===== src/rtl/relu_maxpool_stream.sv =====
// relu_maxpool_stream: streaming ReLU followed by 2x2/stride-2 max pooling.
// Samples arrive in raster order (column, then row, then channel). Even rows
// fold horizontal pairs into a half-width line buffer, and odd rows combine
// those entries with their own pairs to produce one pooled sample per 2x2
// window. A single output register provides valid/ready handshaking, and the
// input is stalled whenever that register is full and not being drained.
module relu_maxpool_stream #(
    parameter int DATA_WIDTH = 18,
    parameter int FRAC_WIDTH = 8,
    parameter int H_IN       = 5,
    parameter int W_IN       = 5,
    parameter int N_CH       = 64
) (
    input  logic                         clk,
    input  logic                         rst_n,
    input  logic                         in_valid,
    output logic                         in_ready,
    input  logic signed [DATA_WIDTH-1:0] in_data,
    output logic                         out_valid,
    input  logic                         out_ready,
    output logic signed [DATA_WIDTH-1:0] out_data,
    output logic                         out_last,
    output logic                         frame_done
);

    localparam int H_P = H_IN / 2;
    localparam int W_P = W_IN / 2;
    localparam int CW  = $clog2(W_IN);
    localparam int RW  = $clog2(H_IN);
    localparam int NW  = (N_CH > 1) ? $clog2(N_CH) : 1;
    localparam int LW  = (W_P > 1) ? $clog2(W_P) : 1;

    localparam logic [CW-1:0] COL_MAX  = CW'(W_IN - 1);
    localparam logic [CW-1:0] COL_LAST = CW'(2 * W_P - 1);
    localparam logic [RW-1:0] ROW_MAX  = RW'(H_IN - 1);
    localparam logic [RW-1:0] ROW_LAST = RW'(2 * H_P - 1);
    localparam logic [NW-1:0] CH_MAX   = NW'(N_CH - 1);

    // Fixed-point format only travels with the data; reject geometries the
    // pooling window cannot cover.
    if (FRAC_WIDTH >= DATA_WIDTH || H_IN < 2 || W_IN < 2 || N_CH < 1) begin : g_bad_params
        $error("relu_maxpool_stream: illegal parameter combination");
    end

    function automatic logic signed [DATA_WIDTH-1:0] relu(
        input logic signed [DATA_WIDTH-1:0] x
    );
        return x[DATA_WIDTH-1] ? '0 : x;
    endfunction

    function automatic logic signed [DATA_WIDTH-1:0] smax(
        input logic signed [DATA_WIDTH-1:0] a,
        input logic signed [DATA_WIDTH-1:0] b
    );
        return (a > b) ? a : b;
    endfunction

    logic [CW-1:0]                 col;
    logic [RW-1:0]                 row;
    logic [NW-1:0]                 ch;
    logic signed [DATA_WIDTH-1:0]  tmp;
    logic signed [DATA_WIDTH-1:0]  linebuf [W_P];

    logic                          accept;
    logic                          in_pool;
    logic                          pool_fire;
    logic                          frame_last;
    logic [LW-1:0]                 lb_idx;
    logic signed [DATA_WIDTH-1:0]  r_p0;

    logic                          vld_p1;
    logic                          last_p1;
    logic signed [DATA_WIDTH-1:0]  out_data_p1;

    // ---- stage p0: accept, clamp and classify the incoming sample ----
    assign in_ready   = !vld_p1 || out_ready;
    assign accept     = in_valid && in_ready;
    assign r_p0       = relu(in_data);
    // Trailing odd column/row have no partner and fall outside every window.
    assign in_pool    = (col <= COL_LAST) && (row <= ROW_LAST);
    assign lb_idx     = LW'(col >> 1);
    assign pool_fire  = accept && in_pool && row[0] && col[0];
    assign frame_last = (ch == CH_MAX) && (row == ROW_LAST) && (col == COL_LAST);

    // Raster position counters, advanced only by accepted samples.
    always_ff @(posedge clk or negedge rst_n) begin
        if (!rst_n) begin
            col <= '0;
            row <= '0;
            ch  <= '0;
        end else if (accept) begin
            if (col == COL_MAX) begin
                col <= '0;
                if (row == ROW_MAX) begin
                    row <= '0;
                    ch  <= (ch == CH_MAX) ? '0 : ch + 1'b1;
                end else begin
                    row <= row + 1'b1;
                end
            end else begin
                col <= col + 1'b1;
            end
        end
    end

    // Left-column partial: raw sample on even rows, merged with the line
    // buffer entry above it on odd rows.
    always_ff @(posedge clk or negedge rst_n) begin
        if (!rst_n) begin
            tmp <= '0;
        end else if (accept && in_pool && !col[0]) begin
            tmp <= row[0] ? smax(linebuf[lb_idx], r_p0) : r_p0;
        end
    end

    // Even rows store the horizontal pair maximum for the odd row below.
    always_ff @(posedge clk) begin
        if (accept && in_pool && !row[0] && col[0]) begin
            linebuf[lb_idx] <= smax(tmp, r_p0);
        end
    end

    // ---- stage p1: pooled result register with valid/ready hold ----
    always_ff @(posedge clk or negedge rst_n) begin
        if (!rst_n) begin
            vld_p1      <= 1'b0;
            last_p1     <= 1'b0;
            out_data_p1 <= '0;
        end else if (pool_fire) begin
            vld_p1      <= 1'b1;
            last_p1     <= frame_last;
            out_data_p1 <= smax(tmp, r_p0);
        end else if (out_ready) begin
            vld_p1      <= 1'b0;
            last_p1     <= 1'b0;
        end
    end

    // ---- stage p2: end-of-frame pulse once the last sample is taken ----
    always_ff @(posedge clk or negedge rst_n) begin
        if (!rst_n) begin
            frame_done <= 1'b0;
        end else begin
            frame_done <= vld_p1 && out_ready && last_p1;
        end
    end

    assign out_valid = vld_p1;
    assign out_last  = last_p1;
    assign out_data  = out_data_p1;

endmodule


===== config.mk =====
export PLATFORM = sky130hd
export DESIGN_NAME = relu_maxpool_stream
export DESIGN_NICKNAME = d
export VERILOG_FILES = /design/src/rtl/relu_maxpool_stream.sv
export SDC_FILE = /design/constraint.sdc
export NUM_CORES = 1
export LEC_CHECK = 0
export BUFFER_PORTS_ARGS = -buffer_cell sky130_fd_sc_hd__buf_2
export CAP_MARGIN = 20
export CORE_MARGIN = 1.5
export CORE_UTILIZATION = 50
export CTS_CLUSTER_SIZE = 14
export DETAILED_ROUTE_END_ITERATION = 10
export GPL_ROUTABILITY_DRIVEN = 0
export HOLD_SLACK_MARGIN = 0.15
export PLACE_DENSITY_LB_ADDON = 0.08
export SETUP_SLACK_MARGIN = 0.4
export SYNTH_ARGS = -nofsm -noshare
export SYNTH_HDL_FRONTEND = slang
export SYNTH_SLANG_ARGS = --single-unit

===== constraint.sdc =====
create_clock -name clk -period 4.91 [get_ports clk]
set_input_delay 0.7365 -clock clk [delete_from_list [all_inputs] [get_ports clk]]
set_output_delay 0.7365 -clock clk [all_outputs]
set_load 0.005 [all_outputs]

Word level (Yosys, flattened, before mapping)
Memory sizes are Yosys's and may differ from the RTL's.
Cells that the tools add are included.
{"block": "word_totals", "regBits": 51, "ramBits": 36, "in_bits": 22, "out_inout_bits": 22, "elab_cells": 52, "mem_count": 1}
{"name": "linebuf", "depth": 2, "width": 18, "rd": 1, "rd_ports_with_merged_regs": 0, "write_ports": 1, "line_no": "62", "rtl": "logic signed [DATA_WIDTH-1:0] linebuf [W_P];"}
{"block": "classes", "n_addsub": 3, "n_lt_le_gt_ge": 4, "n_eq_ne": 5, "muxes": 12, "n_reduce_logical": 19}
{"cell": "18-bit two-way mux", "n": 3}
{"cell": "18-bit greater-than comparator", "n": 2}
{"cell": "17-bit two-way mux", "n": 1}
{"cell": "1-bit logical AND", "n": 12}
{"cell": "3-bit by 1-bit adder with 3-bit output (second input constant)", "n": 2}
{"cell": "6-bit by 1-bit adder with 6-bit output (second input constant)", "n": 1}
{"cell": "3-bit by 2-bit equality test with 1-bit output (second input constant)", "n": 2}
{"cell": "3-bit equality test (second input constant)", "n": 2}
{"cell": "6-bit equality test (second input constant)", "n": 1}
{"cell": "3-bit by 2-bit less-or-equal comparator with 1-bit output (second input constant)", "n": 2}
{"cell": "3-bit two-way mux", "n": 2}
{"cell": "6-bit two-way mux", "n": 1}
{"cell": "1-bit two-way mux", "n": 5}
{"cell": "1-bit zero test", "n": 3}
{"cell": "3-bit AND reduction", "n": 1}
{"cell": "2-bit AND reduction", "n": 1}
{"cell": "2-bit nonzero test", "n": 1}
{"cell": "1-bit logical OR", "n": 1}

Logic depth before layout (Yosys ltp)
Gate-level depths: netlist of run 1.
{"block": "depth", "ltp_word": 8, "mapped_depth": 14, "ltp_nobuf": 10}

Worst setup path before layout of run 1
No wires, ideal clock.
{"block": "synth_path", "path_type": "input to register", "from": "input in_data[17]", "to": "register out_data_p1[7], in the netlist out_data[7]", "setup_ps": 125, "arrival_time_ps": 3551, "path_slack_ps": 1235, "path_stages": 13, "path_cell_list": "buf_2 -> clkbuf_1 -> nor2b_1 -> inv_1 -> ha_1 -> nand3_2 -> nor4_2 -> or4b_4 -> o21ba_2 -> o21ai_4 -> buf_6 -> mux2_4 -> mux2_2"}
{"block": "synth_via", "elab_chain_cells": 3}
{"item": "start: declaration", "line_no": "18", "rtl": "input logic signed [DATA_WIDTH-1:0] in_data,"}
{"item": "17-bit two-way mux (*)", "line_no": "48", "rtl": "return x[DATA_WIDTH-1] ? '0 : x;"}
{"item": "18-bit greater-than comparator", "line_no": "55", "rtl": "return (a > b) ? a : b;"}
{"item": "18-bit two-way mux (*)", "line_no": "55"}
{"item": "end signal: assignment", "line_no": "132", "rtl": "out_data_p1 <= smax(tmp, r_p0);"}
{"item": "end: declaration", "line_no": "73", "rtl": "logic signed [DATA_WIDTH-1:0] out_data_p1;"}
Mark *: on every way between the ends. The rest lies on a longest branch, timed or not.
A chain may end at the register's enable or synchronous reset.

Worst setup path in the final report of run 1
{"block": "layout_path", "from": "register col[1]", "to": "register tmp[9]"}
{"block": "layout_via", "elab_chain_cells": 4, "elab_cells_between_ends": 8, "cone_classes": "order compare (2); mux (2); reduce/logical (3); memory (1)"}
{"item": "start: declaration", "line_no": "58", "rtl": "logic [CW-1:0] col;"}
{"item": "start signal: assignment", "line_no": "101", "rtl": "col <= col + 1'b1;"}
{"item": "memory read 2 x 18 bit or 3-bit by 2-bit less-or-equal comparator with 1-bit output (tied branches)"}
{"item": "18-bit greater-than comparator or 1-bit logical AND (tied branches)", "line_no": "55, 80"}
{"item": "18-bit two-way mux or 1-bit logical AND (tied branches)", "line_no": "55, 111"}
{"item": "18-bit two-way mux or 1-bit logical AND (tied branches)", "line_no": "112, 111"}
{"item": "end signal: assignment", "line_no": "112", "rtl": "tmp <= row[0] ? smax(linebuf[lb_idx], r_p0) : r_p0;"}
{"item": "end: declaration", "line_no": "61", "rtl": "logic signed [DATA_WIDTH-1:0] tmp;"}
Several ways; a longest one is shown, not always the timed one.

==> flow_metrics.env, run 1 <==
export IMPL_fin_tns_setup_ns=0
export IMPL_regToRegStartpoint="col[1]"
export IMPL_setup_viol=0
export IMPL_maxCapViolCount=0
export IMPL_cts_root_buf="clkbuf_8"
export IMPL_irDropWorstVdd_v=0.000322
export IMPL_ff2ff_setup_slack_ns=1.10
export IMPL_drt_first_pass_iters=5
export IMPL_grt_pass1_wl_microns=17700
export IMPL_cts_hold_buffers=0
export IMPL_yosys_warnings=0
export IMPL_ioPinCount=44
export IMPL_regArea_sq_um=2360
export IMPL_dpl_cell_area_sq_um=5200
export IMPL_worst_setup_hold_path_clk_slew_ns=0.10
export IMPL_power_leakage_uw=0.00244
export IMPL_final_cell_mix="dfrtp_1, buf_2, mux2_2, ha_1, edfxtp_1"
export IMPL_post_cts_resized=0
export IMPL_end_kind="flip-flop"
export IMPL_die_area_sq_um=10400
export IMPL_final_instance_count_excl_fill=602
export IMPL_synthArstFlopShare_pct=58.6
export IMPL_synth_edff_count=36
export IMPL_worstHoldEndpoint="out_data[17]"
export IMPL_synth_area_sq_um=4880
export IMPL_fillers=836
export IMPL_vias=3393
export IMPL_ant_nets=0
export IMPL_powerDensity_nw_per_um2=530
export IMPL_fin_area_sq_um=5440
export IMPL_die_h_microns=102
export IMPL_grt_max_degree=52
export IMPL_syn_avg_cell_area_sq_um=11.5
export IMPL_hold_class="reg2reg"
export IMPL_cts_inserted_buffers=9
export IMPL_coreArea_sq_um=9370
export IMPL_cts_tree="yes"
export IMPL_finalWirelength_microns=10700
export IMPL_hold_start="out_data[17]"
export IMPL_gr_total_overflow=0
export IMPL_drtIter0Drc=142
export IMPL_worstHoldPathCells=1
export IMPL_clock_sinks=87
export IMPL_dp_hpwl_microns=7620
export IMPL_clockBufferDepth=2
export IMPL_synth_seq_cells=87
export IMPL_place_worst_setup_slack_ns=0.775
export IMPL_crit_type="reg2reg"
export IMPL_drive_gt1_share_pct=26.6
export IMPL_routed_via_density=5.64
export IMPL_synth_ff_type="dfrtp_1"
export IMPL_layout_setup_ws_ns=1.10
export IMPL_yosysUniqueCellTypes=50
export IMPL_crit_fanout=24
export IMPL_arrival_ns=4.07
export IMPL_h_tree_depth=3
export IMPL_antenna_cells=0
export IMPL_slew_viol_final=0
export IMPL_skew_ns=0.00986
export IMPL_grt_antenna_before_repair=0
export IMPL_drc=0
export IMPL_area_growth_pct=11.5
export IMPL_grt_pass1_vias=3453
export IMPL_fin_crit_ns=3.81
export IMPL_fmax_ghz=0.262
export IMPL_post_drt_wl_per_cell_microns=17.8
export IMPL_initial_core_util_pct=52.1
export IMPL_grtUsageTotal_pct=22.6
export IMPL_r2r_cells=9
export IMPL_die_x_microns=102
export IMPL_layout_commonest_cell="dfrtp_1"
export IMPL_rows=35
export IMPL_hold_viol_final=0
export IMPL_worst_slew_pin_slew_ns=0.994
export IMPL_nets=526
export IMPL_cp_required_ns=5.17
export IMPL_synth_seq_area_share_pct=48.3
export IMPL_max_slew_margin_pct=33.7
export IMPL_clock_latency_ns=0.35
export IMPL_startpoint_type="flip-flop"
export IMPL_numPortBuffers=43
export IMPL_r2r_end="tmp[9]"
export IMPL_place_inst=585
export IMPL_postCtsSetupBuffers=0
export IMPL_period_share_pct=77.6
export IMPL_status="completed"
export IMPL_multi_input_area_sq_um=2350
export IMPL_synth_cells=425
export IMPL_rsz0062_at_grt="no"
export IMPL_hold_slack_ns=0.499
-- sequential cells by signal (all words and copies together) (netlist names) --
register / flops
linebuf: 36
tmp: 18
out_data: 18
out_valid: 1
ch: 6
frame_done: 1
out_last: 1
col: 3
row: 3
-- cells by family (layout without fill, tap and decap cells) --
| logic type | Yosys count | after routing | share of synthesized area (%) |
|---|---|---|---|
| AOI/OAI and AO/OA | 84 | 84 | 11.0 |
| xor gates and xnor gates | 4 | 4 | 0.718 |
| adders and majority gates | 36 | 36 | 9.23 |
| buffers and inverters | 40 | 87 | 3.74 |
| DFF | 87 | 87 | 48.3 |
| muxes | 57 | 57 | 13.8 |
| other | 1 | 2 | 0.0768 |
| and+or+nand+nor | 116 | 116 | 13.1 |
-- layer usage --
metal	vias up	track usage (%)	wire (microns)
met4	0	7.69	27
met3	4	3.04	348
met5	-	0	0
met1	1680	31.7	5170
met2	63	36.4	5170
li1	1646	-	-
-- worst max-delay path: stages, from the launching register on --
cell       delay, ns
dfrtp_1         1.00
mux2_2          0.43
ha_1            0.31
nand4_1         0.18
nor4_4          0.36
o2111ai_1       0.19
o21ai_1         0.19
or3_1           0.58
a21oi_1         0.16
o31ai_1         0.30
-- cells in the mapped netlist, types with 2 or more instances --
cell type,number,area (sq um)
dfrtp_1,51,1280
mux2_2,42,473
edfxtp_1,36,1080
ha_1,36,450
nand2_1,33,124
a21oi_1,28,140
inv_1,23,86.3
nor3_1,18,90.1
nor2b_1,16,100
o21ai_0,14,70.1
o31ai_1,13,97.6
mux2_4,10,150
a21o_1,9,67.6
and3_1,8,50.1
nand3_1,8,40.0
nor2_1,8,30.0
clkbuf_1,6,22.5
nand4_1,6,37.5
buf_2,5,25.0
mux2i_1,5,50.1
a31oi_1,4,25.0
nand2b_1,4,25.0
nor3b_1,4,30.0
a211oi_1,3,22.5
a22o_1,3,26.3
buf_4,3,22.5
xnor2_1,3,26.3
and2_1,2,12.5
buf_6,2,22.5
o21ai_1,2,10.0
-- area by class of cell --
cell class,instances,area share (%)
Clock inverter,7,1.89
Sequential cell,87,43.3
Multi-Input combinational cell,299,43.2
Timing Repair Buffer,48,4.78
Inverter,23,1.59
Clock buffer,9,2.28
Tap cell,129,2.97
-- worst max path at each step --
| stage | from | end | slack, ns |
|---|---|---|---|
| after detailed placement | in_data[17] | out_data[4] | 0.78 |
| after floorplan | in_data[17] | out_data[7] | 1.23 |
| after CTS | col[1] | tmp[9] | 1.09 |
| after global routing | col[1] | tmp[16] | 0.78 |
| final | col[1] | tmp[9] | 1.10 |
| after global placement | in_data[17] | out_data[2] | 0.78 |
-- through the flow --
| stage | total power [uW] | util [%] |
|---|---|---|
| 3_3_place_gp | 2290 | 55.5 |
| 4_1_cts | 2900 | 57.9 |
| 5_1_grt | 3090 | 58.1 |
| 6_report | 2880 | 58.1 |
| 3_5_place_dp | 2320 | 55.5 |
| 2_1_floorplan | 2000 | - |
-- power breakdown --
part           internal, uW  total (uW)  switching, uW
sequential              969        1130            158
combinational           553        1190            632
clock                   294         571            276
Note: power is estimated with default switching activity, not from simulation.
==> run 2: changes to the inputs <==
ABC_AREA = 1   (was unset)
clock period = 3.45 ns   (was 4.91 ns; I/O delays follow)
==> run 2 against run 1 <==
Total power rose by 64%. Die area rose by 4.8%. First-iteration DRC count rose by 130%. Synthesized cell count rose by 43%. Combinational power rose by 98%. Setup slack got worse by 0.55 ns. Largest power group unchanged. Routed wire length rose by 24%. Worst hold slack got worse by 0.29 ns. Cell area rose by 5.5%. Final cell count rose by 33%. Non-clock buffer count rose by 14.
==> flow_metrics.env, run 2 <==
export IMPL_routed_via_density=5.44
export IMPL_irDropWorstVdd_v=0.000379
export IMPL_synth_adder_area_share_pct=8.79
export IMPL_synth_seq_cells=87
export IMPL_synth_ff_type="dfrtp_1"
export IMPL_end_kind="flip-flop"
export IMPL_synth_seq_area_share_pct=46.0
export IMPL_cts_hold_buffers=0
export IMPL_netlist_area_leader_share_pct=24.9
export IMPL_numPortBuffers=43
export IMPL_largest_register="linebuf"
export IMPL_drc=0
export IMPL_dp_hpwl_microns=9320
export IMPL_place_worst_setup_slack_ns=0.189
export IMPL_die_area_sq_um=10900
export IMPL_grt_pass1_vias=4176
export IMPL_arrival_ns=3.02
export IMPL_period_share_pct=84.1
export IMPL_die_x_microns=104
export IMPL_grt_antenna_before_repair=0
export IMPL_synth_cells=606
export IMPL_fillers=909
export IMPL_rows=36
export IMPL_fin_tns_setup_ns=0
export IMPL_hold_class="in2async"
export IMPL_skew_ns=0.00997
export IMPL_rsz0062_at_grt="no"
export IMPL_hold_slack_ns=0.205
export IMPL_powerDensity_nw_per_um2=824
export IMPL_post_drt_wl_per_cell_microns=16.6
export IMPL_synth_common_cells="nand2_1, nand3_1, inv_1, dfrtp_1"
export IMPL_nets=720
export IMPL_initial_core_util_pct=51.9
export IMPL_cts_root_buf="clkbuf_8"
export IMPL_met3_usage_pct=4.70
export IMPL_synth_top_family_by_area="simple AND/OR/NAND/NOR gates"
export IMPL_grt_pass1_wl_microns=21300
export IMPL_max_slew_margin_pct=51.1
export IMPL_cts_inserted_buffers=9
export IMPL_dpl_cell_area_sq_um=5490
export IMPL_synth_compound_area_share_pct=5.89
export IMPL_coreArea_sq_um=9860
export IMPL_finalWirelength_microns=13300
export IMPL_crit_type="in2reg"
export IMPL_status="completed"
export IMPL_yosysTopAreaCell="dfrtp_1"
export IMPL_grtUsageTotal_pct=25.2
export IMPL_worst_slew_pin_slew_ns=0.733
export IMPL_synth_edff_count=36
export IMPL_met1_usage_pct=34.7
export IMPL_power_leakage_uw=0.00289
export IMPL_hold_viol_final=0
export IMPL_ant_nets=0
export IMPL_drive_gt1_share_pct=16.6
export IMPL_antenna_cells=0
export IMPL_area_growth_pct=12.0
export IMPL_grtUsageMet2_pct=39.0
export IMPL_setup_viol=0
export IMPL_layout_commonest_cell="nand2_1"
export IMPL_worst_setup_hold_path_clk_slew_ns=0.09
export IMPL_maxCapViolCount=0
export IMPL_gr_total_overflow=0
export IMPL_die_h_microns=104
export IMPL_yosys_area_share_simple_pct=31.0
export IMPL_grt_max_degree=30
export IMPL_yosysUniqueCellTypes=41
export IMPL_synth_xor_area_share_pct=0.513
export IMPL_p_total_uw=4730
export IMPL_largest_reg_flops=36
export IMPL_syn_avg_cell_area_sq_um=8.45
export IMPL_cts_tree="yes"
export IMPL_clock_latency_ns=0.37
export IMPL_drt_first_pass_iters=7
export IMPL_fmax_ghz=0.345
export IMPL_fin_area_sq_um=5740
export IMPL_startpoint_type="input pin"
export IMPL_ioPinCount=44
export IMPL_muxShareOfSynthArea_pct=0.195
export IMPL_clock_sinks=87
export IMPL_yosys_warnings=0
export IMPL_grt_busiest_layer="met2"
export IMPL_drtIter0Drc=328
export IMPL_synthArstFlopShare_pct=58.6
export IMPL_yosysMostFrequentCell="nand2_1"
export IMPL_final_cell_mix="nand2_1, nand3_1, inv_1, dfrtp_1, buf_2"
export IMPL_cp_required_ns=3.57
export IMPL_clockBufferDepth=2
export IMPL_fin_crit_ns=2.90
export IMPL_h_tree_depth=3
export IMPL_synth_area_top_cells="dfrtp_1, edfxtp_1, nand2_1"
export IMPL_crit_fanout=18
export IMPL_slew_viol_final=0
export IMPL_synth_area_sq_um=5120
export IMPL_vias=4351
export IMPL_layout_setup_ws_ns=0.547
run 2: cell families after synthesis:
| group | Yosys count |
|---|---|
| simple gates | 337 |
| buf+inv | 89 |
| flops | 87 |
| compound gates | 52 |
| fa+ha+maj | 36 |
| xor+xnor | 3 |
| other cells | 1 |
| mux | 1 |
run 2: final timing paths:
check | startpoint | end | slack [ns] | depth (start not counted)
min in group clk | out_ready | frame_done | 0.42 | 3
setup / recovery | in_data[17] | linebuf[1][10] | 0.55 | 11
hold / removal | rst_n | tmp[15] | 0.21 | 1
hold reg to reg | out_data[2] | out_data[2] | 0.48 | 2
setup reg to reg | col[1] | tmp[15] | 0.63 | 16
max in group asynchronous | rst_n | out_data[5] | 2.44 | 2
run 2: where the power goes:
group          internal (uW)  switching [uW]  leakage [uW]
registers               1490             179      0.000990
clock network            325             374     0.0000957
logic                    845            1510       0.00180
total                   2660            2070       0.00289
run 2: stage by stage:
stage / util, % / instances
after global routing: 58.2 / 800
final: 58.2 / 800
after CTS: 57.6 / 793
after detailed placement: 55.6 / 777
after floorplan: - / 607
after global placement: 55.6 / 777
run 2: worst max-delay path, stage by stage:
cell and delay [ns]:
buf_2 0.13, inv_4 0.17, nand2_1 0.17, ha_1 0.33, a21oi_1 0.16, o21ai_0 0.13, a211oi_1 0.42, nand3_4 0.33
nand2_4 0.34, nand2_1 0.13, and2_1 0.17
run 2: repair_timing:
item                       CTS  global route
gates resized for setup      0             0
setup buffers                0             6
setup endpoints to repair    0            17
run 2: per-layer routing:
layer  wire, microns  up-vias  part of all wire [%]
li1                -     2102                     -
met1            5920     2069                    45
met2            5960      159                    45
met3            1110       21                   8.3
met4             312        0                   2.3
met5               0        -                     0
run 2: final cells by class:
type / instances / area, sq um / share of cell area (%)
clock buffers: 12 / 166 / 2.90
clock inverters: 4 / 26.3 / 0.458
inverters: 70 / 268 / 4.67
multi-input cells: 432 / 2390 / 41.7
flip-flops and latches: 87 / 2360 / 41.1
well taps: 133 / 166 / 2.90
repair buffers: 62 / 358 / 6.24
==> run 3: changes to the inputs <==
clock period = 2.9 ns   (was 3.45 ns; I/O delays follow)
==> run 3 against run 2 <==
Clock skew is 0.0012 ns higher. Sequential share of layout area decreased by 4.2 points. Global-route usage grew 0.061 points. Cell area grew 12%. First-iteration DRC count up 30%. Die area is the same. Sequential power rose by 21%. Combinational power up 52%. Routed wire length grew 5.7%. Critical path type is now reg2reg.
==> flow_metrics.env, run 3 (synthesis results as in run 2) <==
export IMPL_status="completed"
export IMPL_largest_reg_flops=36
export IMPL_worst_setup_hold_path_clk_slew_ns=0.09
export IMPL_ioPinCount=44
export IMPL_clock_sinks=87
export IMPL_powerDensity_nw_per_um2=999
export IMPL_cts_inserted_buffers=9
export IMPL_maxCapViolCount=0
export IMPL_max_slew_margin_pct=61.4
export IMPL_wl_met2_microns=6390
export IMPL_grt_pass1_vias=4298
export IMPL_startpoint_type="flip-flop"
export IMPL_antenna_cells=0
export IMPL_pwr_share_clk_pct=12.5
export IMPL_hold_viol_final=0
export IMPL_ant_nets=0
export IMPL_vias=4472
export IMPL_intPower_uw=3550
export IMPL_arrival_ns=2.92
export IMPL_rows=36
export IMPL_grt_antenna_before_repair=0
export IMPL_sw_frac_of_total_pct=44.5
export IMPL_grtUsageTotal_pct=25.3
export IMPL_gr_total_overflow=0
export IMPL_cp_required_ns=3.16
export IMPL_p_sw_uw=2840
export IMPL_clockBufferDepth=2
export IMPL_worst_slew_pin_slew_ns=0.580
export IMPL_clock_latency_ns=0.38
export IMPL_layout_commonest_cell="nand2_1"
export IMPL_skew_ns=0.0111
export IMPL_drc=0
export IMPL_grt_max_degree=29
export IMPL_die_x_microns=104
export IMPL_coreArea_sq_um=9860
export IMPL_finalWirelength_microns=14100
export IMPL_fin_tns_setup_ns=0
export IMPL_post_drt_wl_per_cell_microns=17.2
export IMPL_crit_fanout=8
export IMPL_utilization_pct=64.9
export IMPL_initial_core_util_pct=51.9
export IMPL_irDropWorstVdd_v=0.000553
export IMPL_final_cell_mix="nand2_1, nand3_1, inv_1, dfrtp_1, buf_2"
export IMPL_routed_via_density=5.48
export IMPL_end_kind="flip-flop"
export IMPL_setup_viol=0
export IMPL_cts_tree="yes"
export IMPL_h_tree_depth=3
export IMPL_pwr_share_seq_pct=31.5
export IMPL_numPortBuffers=43
export IMPL_dp_hpwl_microns=9350
export IMPL_nets=736
export IMPL_grt_pass1_wl_microns=21400
export IMPL_power_leakage_uw=0.00305
export IMPL_fin_crit_ns=2.65
export IMPL_met3WireLength_microns=1050
export IMPL_largest_register="linebuf"
export IMPL_die_area_sq_um=10900
export IMPL_cts_root_buf="clkbuf_8"
export IMPL_m1WireLength_microns=6240
export IMPL_period_share_pct=91.5
export IMPL_pwr_share_comb_pct=56.0
export IMPL_drive_gt1_share_pct=28.1
export IMPL_rsz0062_at_grt="yes"
export IMPL_slew_viol_final=0
export IMPL_topRoutingLayerUsed="met4"
export IMPL_die_h_microns=104
export IMPL_drt_first_pass_iters=5
export IMPL_drtIter0Drc=427
export IMPL_fmax_ghz=0.377
export IMPL_crit_type="reg2reg"
export IMPL_area_growth_pct=25.0
export IMPL_hold_class="in2reg"
==> run 3: changes by cell type in the layout (fill, tap and decap cells not counted), sizes merged <==
cell,previous run,this run
nand3,74,75
dlygate4sd3,0,1
buf,62,71
inv,70,73
clkinv,3,5
==> run 3: per-layer routing <==
metal | vias to the layer above | GRT usage, %
li1 | 2149 | -
met1 | 2112 | 36.3
met2 | 180 | 40.0
met3 | 31 | 2.26
met4 | 0 | 9.52
met5 | - | 0
==> run 3: metrics by stage <==
stage               instance area, sq um  hold slack [ns]  worst slack [ns]  cells  power [uW]
finish                              6400            0.316             0.246    816        6390
global route                        6400            0.346             0.108    816        6880
CTS                                 5870            0.301             0.334    803        5740
detailed placement                  5600            0.462            0.0517    783        4830
global placement                    5600            0.459             0.145    783        4740
floorplan                           5190            0.139             0.320    607        4040
==> run 3: area by class of cell <==
class	count	area [sq um]
inverters	70	285
fillers	812	3460
clock inverters	7	53.8
repair inverters	2	17.5
multi-input cells	433	2840
repair buffers	75	556
well taps	133	166
clock buffers	9	124
flip-flops and latches	87	2360
==> run 3: worst paths after layout <==
kind                                   start           end  slack [ns]  cells after the start
worst max-delay path                  col[1]        tmp[0]        0.25                     15
min in group asynchronous              rst_n  out_data[15]        0.58                      2
max in group asynchronous              rst_n        tmp[0]        1.52                      3
worst min-delay path               out_ready    frame_done        0.32                      3
worst max register to register        col[1]        tmp[0]        0.25                     15
worst min register to register  out_data[12]  out_data[12]        0.48                      2
==> run 3: what timing repair did <==
action	in CTS	in global routing
buffers inserted	2	7
endpoints found under the setup margin	17	54
hold buffers	1	0
pin swaps	2	27
cloned	1	6
gates resized for setup	16	78
endpoints found under the hold margin	23	0
==> run 3: power by group through the flow <==
stage               logic [uW]  clock network [uW]  registers, uW
global route              3970                 852           2060
CTS                       2940                 811           1990
detailed placement        2820                   0           2010
global placement          2740                   0           2000
finish                    3580                 797           2020
floorplan                 2070                   0           1980
==> run 3: worst max-delay path, cell delays in order, from the launching register on <==
cell and delay, ns:
dfrtp_2 0.55, clkinv_4 0.16, or2_2 0.31, o21ai_2 0.10
inv_1 0.10, ha_4 0.28, inv_1 0.04, o21bai_1 0.18
nand3_2 0.11, nor2_2 0.12, nor2_2 0.05, nand3_4 0.13
buf_6 0.16, nand4_1 0.08, nand3_1 0.12, nand2_1 0.06
